$ cat src/rtl/seg_pkg.sv
// seg_pkg: shared widths and types for the seven-segment scan path.
// Used by seg_scan_ctrl and by the downstream hex-to-segment decoder.
package seg_pkg;

    localparam int NUM_DIGITS = 8;
    localparam int SEL_W      = 3;
    localparam int NIB_W      = 4;

    typedef logic [NIB_W-1:0] nibble_t;
    typedef logic [SEL_W-1:0] sel_t;

endpackage

$ cat src/rtl/refresh_prescaler.sv
// refresh_prescaler: counts 0..REFRESH_DIV-1 while enable is high.
// Ports: clk, rst_n, enable in; tick out (combinational terminal count).
module refresh_prescaler #(
    parameter int REFRESH_DIV = 100_000
) (
    input  logic clk,
    input  logic rst_n,
    input  logic enable,
    output logic tick
);

    localparam int PW =
        (REFRESH_DIV > 1) ? $clog2(REFRESH_DIV) : 1;
    localparam logic [PW-1:0] LAST = PW'(REFRESH_DIV - 1);

    logic [PW-1:0] pcnt;

    // High during the last cycle of a slot; the owner
    // registers it so it lines up with the select advance.
    assign tick = enable && (pcnt == LAST);

    always_ff @(posedge clk or negedge rst_n) begin
        if (!rst_n) begin
            pcnt <= '0;
        end else if (tick) begin
            pcnt <= '0;
        end else if (enable) begin
            pcnt <= pcnt + PW'(1);
        end
    end

endmodule

$ cat src/rtl/seg_scan_ctrl.sv
// seg_scan_ctrl: 8-digit time-multiplexed scan controller with digit store.
// Ports: clk, rst_n, enable, wr_*, load_*, blank_mask in; digit, select, blank, tick, frame_done out.
module seg_scan_ctrl
    import seg_pkg::*;
#(
    parameter int REFRESH_DIV = 100_000
) (
    input  logic        clk,
    input  logic        rst_n,
    input  logic        enable,
    input  logic        wr_en,
    input  logic [2:0]  wr_addr,
    input  logic [3:0]  wr_data,
    input  logic        load_all,
    input  logic [31:0] load_data,
    input  logic [7:0]  blank_mask,
    output logic [3:0]  digit,
    output logic [2:0]  select,
    output logic        blank,
    output logic        tick,
    output logic        frame_done
);

    logic    adv;
    sel_t    sel_q;
    sel_t    sel_nx;
    nibble_t mem [NUM_DIGITS];

    refresh_prescaler #(
        .REFRESH_DIV(REFRESH_DIV)
    ) u_pre (
        .clk    (clk),
        .rst_n  (rst_n),
        .enable (enable),
        .tick   (adv)
    );

    assign sel_nx = adv ? sel_q + sel_t'(1) : sel_q;
    assign select = sel_q;

    // Outputs look up the slot being entered, so select,
    // digit and blank all change on the same edge. mem is
    // read before this edge's write lands (no bypass).
    always_ff @(posedge clk or negedge rst_n) begin
        if (!rst_n) begin
            sel_q      <= '0;
            digit      <= '0;
            blank      <= 1'b1;
            tick       <= 1'b0;
            frame_done <= 1'b0;
        end else begin
            sel_q      <= sel_nx;
            digit      <= mem[sel_nx];
            blank      <= blank_mask[sel_nx];
            tick       <= adv;
            frame_done <= adv && (sel_q == sel_t'(NUM_DIGITS - 1));
        end
    end

    // Bulk load takes priority over a single-digit write.
    always_ff @(posedge clk or negedge rst_n) begin
        if (!rst_n) begin
            for (int k = 0; k < NUM_DIGITS; k++) begin
                mem[k] <= '0;
            end
        end else if (load_all) begin
            for (int k = 0; k < NUM_DIGITS; k++) begin
                mem[k] <= load_data[NIB_W*k +: NIB_W];
            end
        end else if (wr_en) begin
            mem[wr_addr] <= wr_data;
        end
    end

endmodule

$ cat config.mk
export PLATFORM = sky130hd
export DESIGN_NAME = seg_scan_ctrl
export DESIGN_NICKNAME = d
export VERILOG_FILES = /design/src/rtl/seg_pkg.sv /design/src/rtl/refresh_prescaler.sv /design/src/rtl/seg_scan_ctrl.sv
export SDC_FILE = /design/constraint.sdc
export NUM_CORES = 1
export LEC_CHECK = 0
export ABC_AREA = 1
export CAP_MARGIN = 20
export CORE_MARGIN = 4
export CORE_UTILIZATION = 48
export DETAILED_ROUTE_END_ITERATION = 6
export PLACE_DENSITY = 0.77
export SYNTH_ARGS = -nofsm -noshare
export SYNTH_HDL_FRONTEND = slang
export SYNTH_SLANG_ARGS = --single-unit
$ cat constraint.sdc
create_clock -name clk -period 1.44 [get_ports clk]
set_input_delay 0.288 -clock clk [delete_from_list [all_inputs] [get_ports clk]]
set_output_delay 0.288 -clock clk [all_outputs]
set_load 0.03 [all_outputs]
==> out/summary.json <==
{
  "via_per_inst": {"value": 5.245},
  "detail_route.iter0.violations": {"value": 364},
  "simple_logic_cell_fraction_of_the_synthesized_area": {"value": 0.4066},
  "route.detailed.wl_per_inst": {"value": 14.70, "unit": "um"},
  "fp-row-count": {"value": 30},
  "fraction_of_final_layout_cells_sized_beyond_drive_strength_1": {"value": 0.2588},
  "synthesis.yosys.warnings": {"value": 0},
  "power.ir.vdd_worst": {"value": 0.6174, "unit": "mV"},
  "final_area": {"value": 5239, "unit": "um2"},
  "dieArea": {"value": 8529, "unit": "um2"},
  "clock-sinks": {"value": 59},
  "initial_core_util": {"value": 0.4973},
  "tritoncts_clock_tree": {"value": "built"},
  "crit_path_max_fanout": {"value": 8},
  "dpl.hpwl": {"value": 7.308, "unit": "mm"},
  "crit_required": {"value": 1670, "unit": "ps"},
  "avgSynthCellArea": {"value": 7.101, "unit": "um2"},
  "grt_first_pass_wirelength": {"value": 16.37, "unit": "mm"},
  "synth_xor_area_frac": {"value": 0.01538},
  "leakagePower": {"value": 2.715, "unit": "nW"},
  "synth.top_cells.by_area": {"value": "dfrtp_1 42%, nand2_1 18%, nand3_1 12%, inv_1 8.0%, nor2_1 2.4%"},
  "layout.nets": {"value": 672},
  "path_clk_slew": {"value": 70, "unit": "ps"},
  "setup_viol": {"value": 20},
  "cp_data_arrival_time": {"value": 1980, "unit": "ps"},
  "clk_path_buf_depth": {"value": 2},
  "max_freq": {"value": 571.0, "unit": "MHz"},
  "drc": {"value": 5},
  "inserted_clock_buffers": {"value": 9},
  "grt_remaining_overflow": {"value": 0},
  "post_synth_cell_types": {"value": 30},
  "main_combinational_cell_family_by_area_after_synthesis": {"value": "simple AND/OR/NAND/NOR gates"},
  "startpoint_type": {"value": "flop"},
  "synthesis.instances": {"value": 481},
  "die_x": {"value": 92.36, "unit": "um"},
  "clock_tree.htree_level_count": {"value": 3},
  "min_period": {"value": 1751, "unit": "ps"},
  "final-max-slew-violation-count": {"value": 0},
  "postSynthRegisterBits": {"value": 59},
  "max_cap_violations": {"value": 0},
  "tightestPinTransition": {"value": 375.9, "unit": "ps"},
  "first_global_vias": {"value": 3594},
  "postLayoutSetupSlackWorst": {"value": -311.2, "unit": "ps"},
  "worst_hold_path_type": {"value": "input port to async pin"},
  "port_buffers": {"value": 61},
  "yosysSeqAreaShare": {"value": 0.4326},
  "syn-cell-area": {"value": 3416, "unit": "um2"},
  "grt_antenna_before_repair": {"value": 0},
  "route.vias.total": {"value": 3766},
  "dp_worst_setup_slack": {"value": -577.9, "unit": "ps"},
  "flow.area_growth_from_synthesis": {"value": 53.37, "unit": "%"},
  "grt_setup_unrepaired": {"value": "true"},
  "die_h": {"value": 92.36, "unit": "um"},
  "synth_area_leader_cell": {"value": "dfrtp_1"},
  "first_drt_pass_iteration_count": {"value": 7},
  "hold-worst-slack": {"value": 466.7, "unit": "ps"},
  "final_antenna_net_count": {"value": 0},
  "dominantRegCellSynth": {"value": "dfrtp_1"},
  "boundaryPins": {"value": 62},
  "clock_skew": {"value": 9.074, "unit": "ps"},
  "layout_worst_path_cycle_share": {"value": 1.216},
  "track_usage": {"value": 0.2411},
  "power-per-cell-area": {"value": 979.5, "unit": "nW/um2"},
  "slew_headroom": {"value": 0.7490},
  "synth.mux.area_fraction": {"value": 0},
  "yosys.area_share.adder": {"value": 0.01099},
  "antenna_cells": {"value": 0},
  "timing_hold_violations_final": {"value": 0},
  "grt_max_degree": {"value": 60},
  "violations": {"value": "DRC, setup timing"},
  "run_status": {"value": "finished with violations"},
  "postSynth.asyncResetShare": {"value": 1.000},
  "crit_path_end_kind": {"value": "flop"},
  "synthDominantCellAreaShare": {"value": 0.4249},
  "power": {"value": 0.005131, "unit": "W"},
  "gp_congestion": {"value": 0.9150},
  "clkLatencyLatePin": {"value": 350, "unit": "ps"},
  "synth_fp_nets": {"value": 536},
  "synth_compound_area_frac": {"value": 0.03040},
  "clock_tree.root_cell": {"value": "clkbuf_8"},
  "synth-edff-count": {"value": 0},
  "wirelength": {"value": 10.56, "unit": "mm"},
  "detailed_place.area": {"value": 4597, "unit": "um2"},
  "crit_type": {"value": "flop to flop"},
  "core_area": {"value": 6869, "unit": "um2"}
}
-- stage by stage --
| step | instances | util | setup TNS (ps) |
|---|---|---|---|
| floorplan | 481 | - | -262.6 |
| global placement | 684 | 0.6692 | -13790 |
| detailed placement | 684 | 0.6692 | -15900 |
| CTS | 711 | 0.7242 | -1862 |
| global route | 718 | 0.7627 | -5201 |
| finish | 718 | 0.7627 | -3219 |
-- per-layer routing --
metal / global-route usage / share of wire
met3: 0.03574 / 0.070
met5: 0 / 0
met1: 0.3222 / 0.42
met2: 0.3861 / 0.49
met4: 0.1101 / 0.021
-- cell usage in the layout, fill, tap and decap left out, types with 7 or more instances in the layout --
| cell | synthesis | final |
|---|---|---|
| buf_4 | 3 | 60 |
| buf_6 | 1 | 10 |
| clkbuf_8 | 0 | 11 |
| clkdlybuf4s50_1 | 0 | 47 |
| dfrtp_1 | 58 | 55 |
| dlygate4sd2_1 | 0 | 8 |
| inv_1 | 73 | 70 |
| inv_2 | 5 | 8 |
| nand2_1 | 163 | 153 |
| nand2_2 | 1 | 10 |
| nand3_1 | 84 | 71 |
| nand3_2 | 3 | 12 |
| nand4_1 | 7 | 7 |
| nor2_1 | 22 | 16 |
-- cells in the mapped netlist, types with 4 or more instances --
cell      count
nor4_1        8
nand2_1     163
clkbuf_1      5
nand3_1      84
nand4_1       7
nor3_1        9
o221ai_1      4
inv_2         5
xor2_1        6
dfrtp_1      58
o21ai_0       6
nor2_1       22
inv_1        73
-- cell families (layout without fill, tap and decap cells) --
kind of cell	count (synthesis)	after routing
xor gates and xnor gates	6	6
DFF	59	59
buffers and inverters	89	230
and+or+nand+nor	308	308
AOI/OAI and AO/OA	16	16
adders and majority gates	3	3
-- critical path, stage by stage, from the launching register on --
cell and delay, ps:
dfrtp_1 400, ha_4 170, nand3_4 120, nor2_4 190, nand2_4 110, nand2_8 150
buf_12 140, nand3_1 60, nand3_1 90, nand2_1 60, nand2_1 80, nand2_1 60
-- what timing repair did --
item,CTS,global route
setup buffers,10,8
pin swaps,11,33
endpoints found under the hold margin,58,0
endpoints found under the setup margin,27,51
hold buffers,1,0
resized for setup,30,55
-- cell type report --
type	instances	area (um2)
clock buffer	12	155.1
clock inverter	4	48.80
fill	483	1630
inverter	78	292.8
multi-input combinational	333	1874
sequential	59	1481
tap	96	120.1
timing repair buffer	136	1266
-- path summary, 6_finish.rpt --
path / from / endpoint / slack, ps / depth (start not counted)
worst max register to register: u_pre.pcnt[1] / digit[3] / -310 / 11
min in group clk: mem[4] / mem[4] / 490 / 2
worst min register to register: mem[4] / mem[4] / 490 / 2
worst max-delay path: u_pre.pcnt[1] / digit[3] / -310 / 11
worst min-delay path: rst_n / u_pre.pcnt[9] / 470 / 3
max in group asynchronous: rst_n / blank / 670 / 3
-- flip-flops by register name (all words and copies together) (netlist names) --
register	cells
mem	32
u_pre.pcnt	17
digit	4
select	3
blank	1
frame_done	1
tick	1
-- power breakdown --
part           leakage, nW  internal [W]  total [W]  switching, W
clock                0.106      0.000891    0.00157      0.000677
combinational         1.91      0.000699    0.00150      0.000803
sequential           0.703       0.00188    0.00206      0.000186
(Power assumes the default switching activity.)
